**src/rtl/lsu_pkg.sv**
```systemverilog
// Shared definitions for the load/store port: MEM_* function codes, widths,
// FSM state encoding and small decode helpers.
package lsu_pkg;

    localparam int LSU_XLEN = 32;
    localparam int LSU_BE_W = LSU_XLEN / 8;
    localparam int LSU_FN_W = 3;

    localparam logic [LSU_FN_W-1:0] MEM_LB  = 3'd0;
    localparam logic [LSU_FN_W-1:0] MEM_LH  = 3'd1;
    localparam logic [LSU_FN_W-1:0] MEM_LW  = 3'd2;
    localparam logic [LSU_FN_W-1:0] MEM_LBU = 3'd3;
    localparam logic [LSU_FN_W-1:0] MEM_LHU = 3'd4;
    localparam logic [LSU_FN_W-1:0] MEM_SB  = 3'd5;
    localparam logic [LSU_FN_W-1:0] MEM_SH  = 3'd6;
    localparam logic [LSU_FN_W-1:0] MEM_SW  = 3'd7;

    typedef enum logic [1:0] {
        LSU_IDLE = 2'd0,
        LSU_ACC0 = 2'd1,
        LSU_ACC1 = 2'd2,
        LSU_RESP = 2'd3
    } lsu_state_e;

    typedef enum logic [1:0] {
        SZ_B = 2'd0,
        SZ_H = 2'd1,
        SZ_W = 2'd2
    } lsu_size_e;

    function automatic lsu_size_e fn_size(input logic [LSU_FN_W-1:0] fn);
        lsu_size_e sz;
        case (fn)
            MEM_LB, MEM_LBU, MEM_SB: sz = SZ_B;
            MEM_LH, MEM_LHU, MEM_SH: sz = SZ_H;
            default:                 sz = SZ_W;
        endcase
        return sz;
    endfunction

    function automatic logic fn_store(input logic [LSU_FN_W-1:0] fn);
        return (fn == MEM_SB) || (fn == MEM_SH) || (fn == MEM_SW);
    endfunction

    function automatic logic fn_signed(input logic [LSU_FN_W-1:0] fn);
        return (fn == MEM_LB) || (fn == MEM_LH);
    endfunction

endpackage

```
**src/rtl/lsu_align.sv**
```systemverilog
// Combinational lane steering: shifts store data/byte mask into a two-word
// window and extracts/extends load data from the same window.
module lsu_align
    import lsu_pkg::*;
(
    input  logic [LSU_FN_W-1:0]   fn,
    input  logic [1:0]            offset,
    input  logic [LSU_XLEN-1:0]   wdata,
    input  logic [2*LSU_XLEN-1:0] rdata,
    output logic [2*LSU_XLEN-1:0] st_data,
    output logic [2*LSU_BE_W-1:0] st_mask,
    output logic [LSU_XLEN-1:0]   ld_data
);

    logic [4:0]            shamt;
    logic [2*LSU_BE_W-1:0] base_mask;
    logic [LSU_XLEN-1:0]   raw;
    logic                  sgn;

    assign shamt   = {offset, 3'b000};
    assign sgn     = fn_signed(fn);
    assign st_data = {{LSU_XLEN{1'b0}}, wdata} << shamt;
    assign st_mask = base_mask << offset;
    assign raw     = LSU_XLEN'(rdata >> shamt);

    always_comb begin
        base_mask = 8'b0000_1111;
        ld_data   = raw;
        case (fn_size(fn))
            SZ_B: begin
                base_mask = 8'b0000_0001;
                ld_data   = {{24{raw[7] & sgn}}, raw[7:0]};
            end
            SZ_H: begin
                base_mask = 8'b0000_0011;
                ld_data   = {{16{raw[15] & sgn}}, raw[15:0]};
            end
            default: begin
                base_mask = 8'b0000_1111;
                ld_data   = raw;
            end
        endcase
    end

endmodule

```
**src/rtl/lsu_port.sv**
```systemverilog
// Single-outstanding load/store port onto a word-wide memory with ack handshake.
// Define LSU_MISALIGN_EN to split misaligned accesses into two word accesses; otherwise they fail with resp_err.
module lsu_port
    import lsu_pkg::*;
(
    input  logic                clk,
    input  logic                reset,
    input  logic                req_valid,
    input  logic [LSU_FN_W-1:0] req_fn,
    input  logic [LSU_XLEN-1:0] req_addr,
    input  logic [LSU_XLEN-1:0] req_wdata,
    output logic                req_ready,
    output logic                resp_valid,
    output logic [LSU_XLEN-1:0] resp_data,
    output logic                resp_err,
    output logic                mem_req,
    output logic                mem_we,
    output logic [LSU_XLEN-1:0] mem_addr,
    output logic [LSU_BE_W-1:0] mem_be,
    output logic [LSU_XLEN-1:0] mem_wdata,
    input  logic [LSU_XLEN-1:0] mem_rdata,
    input  logic                mem_ack
);

    lsu_state_e state, state_nxt;

    logic [LSU_FN_W-1:0]   fn_q;
    logic [LSU_XLEN-1:0]   addr_q, wdata_q, rdata0_q;
    logic                  split_q;
    logic                  split_d, err_d, accept, done, is_st;
    logic [LSU_XLEN-1:0]   word_addr, ld_lo, ld_hi, ld_data;
    logic [2*LSU_XLEN-1:0] st_data;
    logic [2*LSU_BE_W-1:0] st_mask;

`ifdef LSU_MISALIGN_EN
    assign split_d = (fn_size(req_fn) == SZ_W) ? (req_addr[1:0] != 2'd0)
                   : ((fn_size(req_fn) == SZ_H) && (req_addr[1:0] == 2'd3));
    assign err_d   = 1'b0;
`else
    assign split_d = 1'b0;
    assign err_d   = ((fn_size(req_fn) == SZ_H) && req_addr[0])
                   || ((fn_size(req_fn) == SZ_W) && (req_addr[1:0] != 2'd0));
`endif

    // Ready is gated by reset so it reads 0 while reset is held, not just IDLE.
    assign req_ready  = reset && (state == LSU_IDLE);
    assign accept     = req_valid && req_ready;
    assign resp_valid = (state == LSU_RESP);
    assign is_st      = fn_store(fn_q);
    assign word_addr  = {addr_q[LSU_XLEN-1:2], 2'b00};
    assign done       = mem_ack && (((state == LSU_ACC0) && !split_q) || (state == LSU_ACC1));

    // Low word comes from the ACC0 capture once a second access is in flight.
    assign ld_lo = (state == LSU_ACC1) ? rdata0_q  : mem_rdata;
    assign ld_hi = (state == LSU_ACC1) ? mem_rdata : '0;

    lsu_align u_align (
        .fn      (fn_q),
        .offset  (addr_q[1:0]),
        .wdata   (wdata_q),
        .rdata   ({ld_hi, ld_lo}),
        .st_data (st_data),
        .st_mask (st_mask),
        .ld_data (ld_data)
    );

    always_comb begin
        state_nxt = state;
        mem_req   = 1'b0;
        mem_we    = 1'b0;
        mem_addr  = '0;
        mem_be    = '0;
        mem_wdata = '0;
        case (state)
            LSU_IDLE: if (accept) state_nxt = err_d ? LSU_RESP : LSU_ACC0;
            LSU_ACC0: begin
                mem_req   = 1'b1;
                mem_we    = is_st;
                mem_addr  = word_addr;
                mem_be    = st_mask[LSU_BE_W-1:0];
                mem_wdata = is_st ? st_data[LSU_XLEN-1:0] : '0;
                if (mem_ack) state_nxt = split_q ? LSU_ACC1 : LSU_RESP;
            end
            LSU_ACC1: begin
                mem_req   = 1'b1;
                mem_we    = is_st;
                mem_addr  = word_addr + LSU_XLEN'(4);
                mem_be    = st_mask[2*LSU_BE_W-1:LSU_BE_W];
                mem_wdata = is_st ? st_data[2*LSU_XLEN-1:LSU_XLEN] : '0;
                if (mem_ack) state_nxt = LSU_RESP;
            end
            default: state_nxt = LSU_IDLE;
        endcase
    end

    always_ff @(posedge clk or negedge reset) begin
        if (!reset) state <= LSU_IDLE;
        else        state <= state_nxt;
    end

    always_ff @(posedge clk or negedge reset) begin
        if (!reset) begin
            fn_q      <= '0;
            addr_q    <= '0;
            wdata_q   <= '0;
            rdata0_q  <= '0;
            split_q   <= 1'b0;
            resp_data <= '0;
            resp_err  <= 1'b0;
        end else begin
            if (accept) begin
                fn_q    <= req_fn;
                addr_q  <= req_addr;
                wdata_q <= req_wdata;
                split_q <= split_d;
                if (err_d) begin
                    resp_data <= '0;
                    resp_err  <= 1'b1;
                end
            end
            if ((state == LSU_ACC0) && mem_ack) rdata0_q <= mem_rdata;
            if (done) begin
                resp_data <= is_st ? '0 : ld_data;
                resp_err  <= 1'b0;
            end
        end
    end

endmodule

```
**config.mk**
```make
export PLATFORM = sky130hd
export DESIGN_NAME = lsu_port
export DESIGN_NICKNAME = d
export VERILOG_FILES = /design/src/rtl/lsu_pkg.sv /design/src/rtl/lsu_align.sv /design/src/rtl/lsu_port.sv
export SDC_FILE = /design/constraint.sdc
export NUM_CORES = 1
export LEC_CHECK = 0
export CAP_MARGIN = 40
export CORE_UTILIZATION = 40
export DETAILED_ROUTE_END_ITERATION = 8
export PLACE_DENSITY = 0.67
export SLEW_MARGIN = 40
export SYNTH_ARGS = -nofsm -noshare
export SYNTH_HDL_FRONTEND = slang
export SYNTH_SLANG_ARGS = --single-unit
```
**constraint.sdc**
```tcl
create_clock -name clk -period 3 [get_ports clk]
set_input_delay 0.6 -clock clk [delete_from_list [all_inputs] [get_ports clk]]
set_output_delay 0.6 -clock clk [all_outputs]
set_load 0.01 [all_outputs]
```
==> load_flow_metrics.sql, run 1 <==
INSERT INTO impl_metrics (metric_group, metric, value, unit) VALUES
('status', 'status', 'complete, no violations', ''),
('timing', 'timing.max_slew.rel_slack', '52.23', '%'),
('power', 'power.total', '0.01230', 'W'),
('finish', 'drive_gt1_share', '27.25', '%'),
('worst_setup_path', 'path_class', 'register to output port', ''),
('power', 'p_seq_share', '28.2', '%'),
('timing', 'setup-violations-final', '0', ''),
('global_route', 'grt_pass1_wl', '41370', 'um'),
('clock_network', 'clk_pin_slew_worst_paths', '60', 'ps'),
('finish', 'final_cell_mix', '149 x sky130_fd_sc_hd__mux2_2, 140 x sky130_fd_sc_hd__clkdlybuf4s50_1, 123 x sky130_fd_sc_hd__dfrtp_1, 91 x sky130_fd_sc_hd__nand2_1, 56 x sky130_fd_sc_hd__dlygate4sd2_1', ''),
('worst_setup_path', 'cp.required', '2400', 'ps'),
('worst_setup_path', 'critPathBufInv', '4', ''),
('synthesis', 'ys_seq_area_share', '40.03', '%'),
('timing', 'shortest_period_the_worst_path_allows', '2900', 'ps'),
('floorplan', 'placement_rows', '52', ''),
('global_route', 'gr-total-overflow', '0', ''),
('power', 'clockPowerShare', '16.9', '%'),
('floorplan', 'die_y', '146.7', 'um'),
('global_route', 'grt_util_all_layers', '24.65', '%'),
('floorplan', 'initial_utilization', '41.13', '%'),
('clock_network', 'h-tree-depth', '4', ''),
('drt', 'num_vias', '7488', ''),
('drt', 'wl_per_cell', '19.27', 'um'),
('worst_setup_path', 'path_common_cell', 'sky130_fd_sc_hd__buf_4', ''),
('synthesis', 'ys_ff_latch', '134', ''),
('finish', 'total_nets_final', '1165', ''),
('finish', 'layout.filler_cells', '1768', ''),
('floorplan', 'die_area', '0.02153', 'mm^2'),
('drt', 'viasPerCell', '5.592', ''),
('clock_network', 'ctsLongestPathBuffers', '2', ''),
('drt', 'detail_route.drc_violations', '0', ''),
('worst_setup_path', 'critical-path-top-delay-family', 'buffers and inverters', ''),
('floorplan', 'die_span_x', '146.7', 'um'),
('placement', 'placed_cells', '1285', ''),
('timing', 'fin_worst_hold_slack', '232.2', 'ps'),
('drt', 'first_pass_iters', '5', ''),
('synthesis', 'synth_edf_count', '0', ''),
('timing', 'worst_pin_slew', '713.4', 'ps'),
('power', 'power.static_leakage', '5.022', 'nW'),
('power', 'power_per_cell_area', '1048', 'mW/mm^2'),
('clock_network', 'tritoncts', 'built', ''),
('min_path', 'holdCritPathClass', 'primary input to async pin', ''),
('timing', 'timing.clock.skew', '8.183', 'ps'),
('synthesis', 'synthArstFlopShare', '100.0', '%'),
('timing', 'rsz0062_at_grt', 'false', ''),
('synthesis', 'ys_warnings', '0', ''),
('floorplan', 'io-pin-count', '208', ''),
('synthesis', 'synthDominantCellAreaShare', '40.03', '%'),
('timing', 'final_hold_fails', '0', ''),
('global_route', 'number_of_global_route_vias_before_repair', '7354', ''),
('finish', 'area_of_combinational_cells_with_multiple_inputs', '0.004828', 'mm^2'),
('timing', 'achievable-frequency', '344.9', 'MHz'),
('finish', 'mostFrequentLayoutCell', 'sky130_fd_sc_hd__mux2_2', ''),
('power', 'ir_worst_vdd', '0.5517', 'mV'),
('placement', 'buffer_ports.inserted', '205', ''),
('worst_setup_path', 'timing.critical_path.fanout_max', '5', ''),
('drt', 'antenna_left', '0', ''),
('power', 'intPower', '0.007341', 'W'),
('timing', 'tns', '0', 'ps'),
('global_route', 'grt_max_degree', '70', ''),
('drt', 'wirelength', '25800', 'um'),
('placement', 'pre_cts_slack', '57.05', 'ps'),
('clock_network', 'clkSinkCount', '134', ''),
('synthesis', 'ys_dominant_reg_cell', 'sky130_fd_sc_hd__dfrtp_1', ''),
('clock_network', 'cts_buf_count', '17', ''),
('power', 'power.switching', '0.004956', 'W'),
('drt', 'dr.first_iter.drc_count', '390', ''),
('worst_setup_path', 'timing.critical_path.from_type', 'register', ''),
('worst_setup_path', 'endpoint_kind', 'output port', ''),
('finish', 'final-seq-area', '0.003369', 'mm^2'),
('global_route', 'grt_antenna_before_repair', '1', '');
power by group through the flow:
stage                     Combinational (W)  Sequential (W)  Clock [W]
after floorplan                     0.00409         0.00327          0
after global placement              0.00640         0.00341          0
after detailed placement            0.00648         0.00342          0
after CTS                           0.00671         0.00344    0.00212
after global routing                0.00731         0.00359    0.00220
final                               0.00675         0.00346    0.00208
logic make-up after synthesis:
| family | share of synthesized area (%) |
|---|---|
| compound gates | 14.98 |
| xor+xnor | 0.5229 |
| fa+ha+maj | 1.046 |
| buf+inv | 4.108 |
| flops | 40.03 |
| mux | 25.87 |
| other cells | 0.04477 |
| simple gates | 13.40 |
Yosys cell counts, types with 14 or more instances:
| library cell | n |
|---|---|
| sky130_fd_sc_hd__a21oi_1 | 23 |
| sky130_fd_sc_hd__a221o_1 | 17 |
| sky130_fd_sc_hd__a22oi_1 | 16 |
| sky130_fd_sc_hd__a31oi_1 | 14 |
| sky130_fd_sc_hd__buf_2 | 20 |
| sky130_fd_sc_hd__clkbuf_1 | 30 |
| sky130_fd_sc_hd__dfrtp_1 | 134 |
| sky130_fd_sc_hd__mux2_2 | 149 |
| sky130_fd_sc_hd__mux2i_1 | 44 |
| sky130_fd_sc_hd__nand2_1 | 94 |
| sky130_fd_sc_hd__nand3_1 | 21 |
| sky130_fd_sc_hd__nor2_1 | 47 |
| sky130_fd_sc_hd__o21ai_0 | 51 |
final timing paths:
check,from,end,slack (ps),cells after the start
max in group asynchronous,reset,wdata_q[8]$_DFFE_PN0P_,1610,3
hold / removal,reset,addr_q[21]$_DFFE_PN0P_,230,2
min in group clk,resp_data[15]$_DFFE_PN0P_,resp_data[15]$_DFFE_PN0P_,500,2
hold reg to reg,resp_data[15]$_DFFE_PN0P_,resp_data[15]$_DFFE_PN0P_,500,2
setup reg to reg,state[0]$_DFFE_PN0P_,resp_data[30]$_DFFE_PN0P_,380,9
setup / recovery,addr_q[15]$_DFFE_PN0P_,mem_addr[24],100,9
routing by layer:
metal / share of wire [%] / vias to the layer above / GRT usage, %
met5: 0 / - / 0
met1: 45 / 3638 / 33.04
li1: - / 3535 / -
met3: 5.8 / 47 / 5.217
met2: 47 / 268 / 38.89
met4: 3.0 / 0 / 9.635
area by class of cell:
type / count / share of cell area [%]
Tap cell: 270 / 2.879
Clock inverter: 14 / 1.301
Inverter: 8 / 0.2559
Clock buffer: 18 / 3.657
Multi-Input combinational cell: 625 / 41.15
Antenna cell: 1 / 0.02133
Timing Repair Buffer: 269 / 22.02
Sequential cell: 134 / 28.72
sequential cells by signal (all words and copies together), names as in the netlist:
register,cells
resp_data,32
rdata0_q,32
state,2
fn_q,3
addr_q,32
resp_err,1
wdata_q,32
per-stage QoR:
step                      instance area [um^2]  util [%]
after global routing                     11730     57.62
final                                    11730     57.62
after floorplan                           8381         -
after global placement                   10850     53.26
after detailed placement                 10860     53.31
after CTS                                11690     57.42
timing repair:
item                                    CTS  global route
pin swaps                                 1             1
endpoints found under the setup margin   66            12
hold buffers                              0             0
gates cloned                              4             0
resized for setup                        99            22
buffers inserted                         14             3
(Power assumes the default switching activity.)
==> inputs of run 2 (changes only) <==
Settings changed: CELL_PAD_IN_SITES_DETAIL_PLACEMENT set to 0, CELL_PAD_IN_SITES_GLOBAL_PLACEMENT set to 1, CORE_UTILIZATION 40 to 38, CTS_CLUSTER_SIZE set to 25, PLACE_DENSITY 0.67 to unset, PLACE_DENSITY_LB_ADDON set to 0.1.
==> run 2 against run 1 <==
  * Worst hold slack worse by 62 ps
  * Register-to-register slack improved by 20 ps
  * Flip-flop and latch count did not move
  * Combinational power is 1% higher
  * Global-route usage decreased by 1.0 points
  * Final cell count grew 1.2%
  * Clock skew up 2.7 ps
  * Highest routed layer unchanged
==> load_flow_metrics.sql, run 2 (synthesized netlist as in run 1, its figures left out) <==
INSERT INTO impl_metrics (metric_group, metric, value, unit) VALUES
('finish', 'layout.filler_cells', '1931', ''),
('global_route', 'grt_util_met2', '34.98', '%'),
('timing', 'timing.clock.skew', '10.88', 'ps'),
('drt', 'wirelength', '26390', 'um'),
('drt', 'num_vias', '7399', ''),
('timing', 'setup-violations-final', '0', ''),
('worst_setup_path', 'worst-endpoint-arrival', '2310', 'ps'),
('worst_setup_path', 'worst_path_largest_cell_delay', '540', 'ps'),
('global_route', 'number_of_global_route_vias_before_repair', '7142', ''),
('worst_setup_path', 'reg2reg_to', 'resp_data[24]$_DFFE_PN0P_', ''),
('drt', 'dr.first_iter.drc_count', '459', ''),
('timing', 'shortest_period_the_worst_path_allows', '2913', 'ps'),
('power', 'power.total', '0.01249', 'W'),
('worst_setup_path', 'path_class', 'register to output port', ''),
('status', 'status', 'complete, no violations', ''),
('finish', 'drive_gt1_share', '27.41', '%'),
('worst_setup_path', 'crit_chain', 'inv_2 > ha_4 > buf_4 > nand2_1 > buf_6 > nor2_1 > clkdlybuf4s50_1', ''),
('flow_run', 'cap_viol_max_count', '0', ''),
('floorplan', 'placement_rows', '53', ''),
('timing', 'timing.max_slew.rel_slack', '52.16', '%'),
('finish', 'areaGrowthSynthToFinish', '41.15', '%'),
('placement', 'finalWeightedCongestion', '0.8448', ''),
('worst_setup_path', 'timing.critical_path.fanout_max', '25', ''),
('clock_network', 'cts_hold_buffers', '0', ''),
('floorplan', 'die_span_x', '150.5', 'um'),
('power', 'power.static_leakage', '5.188', 'nW'),
('finish', 'insertedDiodeCount', '0', ''),
('drt', 'wl_per_cell', '19.48', 'um'),
('clock_network', 'ctsLongestPathBuffers', '2', ''),
('min_path', 'holdCritPathClass', 'primary input to async pin', ''),
('global_route', 'grt_antenna_before_repair', '0', ''),
('finish', 'total_nets_final', '1177', ''),
('finish', 'mostFrequentLayoutCell', 'sky130_fd_sc_hd__mux2_2', ''),
('finish', 'finalCoreUtilization', '55.55', '%'),
('timing', 'post-route-worst-setup-slack', '86.77', 'ps'),
('drt', 'first_pass_iters', '5', ''),
('clock_network', 'clk_pin_slew_worst_paths', '60', 'ps'),
('worst_setup_path', 'timing.critical_path.from_type', 'register', ''),
('worst_setup_path', 'worst_path_cell_with_the_longest_stage_delay', 'sky130_fd_sc_hd__clkdlybuf4s50_1', ''),
('placement', 'buffer_ports.inserted', '205', ''),
('global_route', 'grt.met1_usage', '35.00', '%'),
('worst_setup_path', 'reg2reg_slack', '400', 'ps'),
('worst_setup_path', 'cp.required', '2400', 'ps'),
('clock_network', 'clk_root_buffer_cell', 'sky130_fd_sc_hd__clkbuf_16', ''),
('placement', 'detailedPlacementHpwl', '18590', 'um'),
('floorplan', 'io-pin-count', '208', ''),
('drt', 'viasPerCell', '5.461', ''),
('global_route', 'grt_max_degree', '135', ''),
('global_route', 'grt_util_all_layers', '23.62', '%'),
('timing', 'timing.final.crit_share', '97.11', '%'),
('clock_network', 'cts_buf_count', '17', ''),
('power', 'power_per_cell_area', '1057', 'mW/mm^2'),
('worst_setup_path', 'ff2ff_path_depth', '9', ''),
('timing', 'final_hold_fails', '0', ''),
('power', 'ir_worst_vdd', '0.4764', 'mV'),
('timing', 'tns', '0', 'ps'),
('finish', 'final_cell_mix', '149 x sky130_fd_sc_hd__mux2_2, 146 x sky130_fd_sc_hd__clkdlybuf4s50_1, 130 x sky130_fd_sc_hd__dfrtp_1, 92 x sky130_fd_sc_hd__nand2_1, 66 x sky130_fd_sc_hd__buf_4', ''),
('floorplan', 'core_region_area', '0.02129', 'mm^2'),
('drt', 'detail_route.drc_violations', '0', ''),
('global_route', 'busiest_layer', 'met1', ''),
('clock_network', 'tritoncts', 'built', ''),
('clock_network', 'h-tree-depth', '4', ''),
('timing', 'achievable-frequency', '343.3', 'MHz'),
('timing', 'report.final.slew_viol_count', '0', ''),
('worst_setup_path', 'reg2reg_from', 'state[0]$_DFFE_PN0P_', ''),
('global_route', 'grt.met3_usage', '4.394', '%'),
('timing', 'worst_pin_slew', '716.8', 'ps'),
('floorplan', 'die_area', '0.02264', 'mm^2'),
('clock_network', 'clock_latency', '430', 'ps'),
('floorplan', 'die_y', '150.5', 'um'),
('global_route', 'gr-total-overflow', '0', ''),
('drt', 'antenna_left', '0', ''),
('worst_setup_path', 'endpoint_kind', 'output port', ''),
('timing', 'rsz0062_at_grt', 'true', ''),
('floorplan', 'initial_utilization', '39.35', '%'),
('placement', 'pre_cts_slack', '19.33', 'ps'),
('global_route', 'grt_pass1_wl', '40630', 'um'),
('clock_network', 'clkSinkCount', '134', '');
==> run 2: power breakdown <==
| group | leakage (nW) | total, W | switching (W) | internal [W] |
|---|---|---|---|---|
| combinational | 3.27 | 0.00684 | 0.00340 | 0.00344 |
| sequential | 1.63 | 0.00344 | 0.000740 | 0.00270 |
| clock | 0.291 | 0.00221 | 0.000873 | 0.00134 |
==> run 2: final cells by class <==
cell class,count,area [um^2],area share [%]
Multi-Input combinational cell,625,4815,40.72
Clock buffer,19,442.9,3.746
Inverter,8,30.03,0.2540
Timing Repair Buffer,281,2659,22.49
Sequential cell,134,3363,28.44
Clock inverter,13,170.2,1.439
Tap cell,275,344.1,2.910
==> run 2: worst max-delay path by stage <==
stage / depth (start not counted) / start / slack, ps / endpoint
6_report: 7 / state[0]$_DFFE_PN0P_ / 90 / mem_wdata[13]
5_1_grt: 7 / addr_q[15]$_DFFE_PN0P_ / -20 / mem_addr[27]
4_1_cts: 8 / state[1]$_DFFE_PN0P_ / 0.1 / mem_wdata[5]
3_5_place_dp: 6 / state[0]$_DFFE_PN0P_ / 20 / mem_wdata[26]
3_3_place_gp: 6 / state[0]$_DFFE_PN0P_ / 100 / mem_wdata[26]
2_1_floorplan: 9 / state[0]$_DFFE_PN0P_ / 220 / mem_addr[25]
==> run 2: what timing repair did <==
action | CTS | global route
pin swaps | 3 | 4
gates resized for setup | 67 | 40
endpoints found under the setup margin | 66 | 30
buffers inserted | 12 | 9
gates cloned | 0 | 0
==> run 2: metrics by stage <==
step / hold slack (ps) / instances / instance area (um^2)
final: 170.6 / 1355 / 11820
after global routing: 181.0 / 1355 / 11820
after CTS: 374.8 / 1345 / 11670
after detailed placement: 474.3 / 1301 / 10920
after global placement: 465.3 / 1300 / 10910
after floorplan: 304.4 / 835 / 8381
==> run 2: routing by layer <==
layer | wire length, um | share of wire, % | vias up
li1 | - | - | 3559
met1 | 12920 | 49 | 3580
met2 | 11610 | 44 | 242
met3 | 1562 | 5.9 | 18
met4 | 295 | 1.1 | 0
met5 | 0 | 0 | -
==> run 2: worst max-delay path, delay by kind of cell, from the launching register on <==
family                   cells  cell delay (ps)
AND/OR/NAND/NOR              2              190
flip-flops                   1              390
buffers and inverters        4              960
adder cells (fa/ha/maj)      1              330
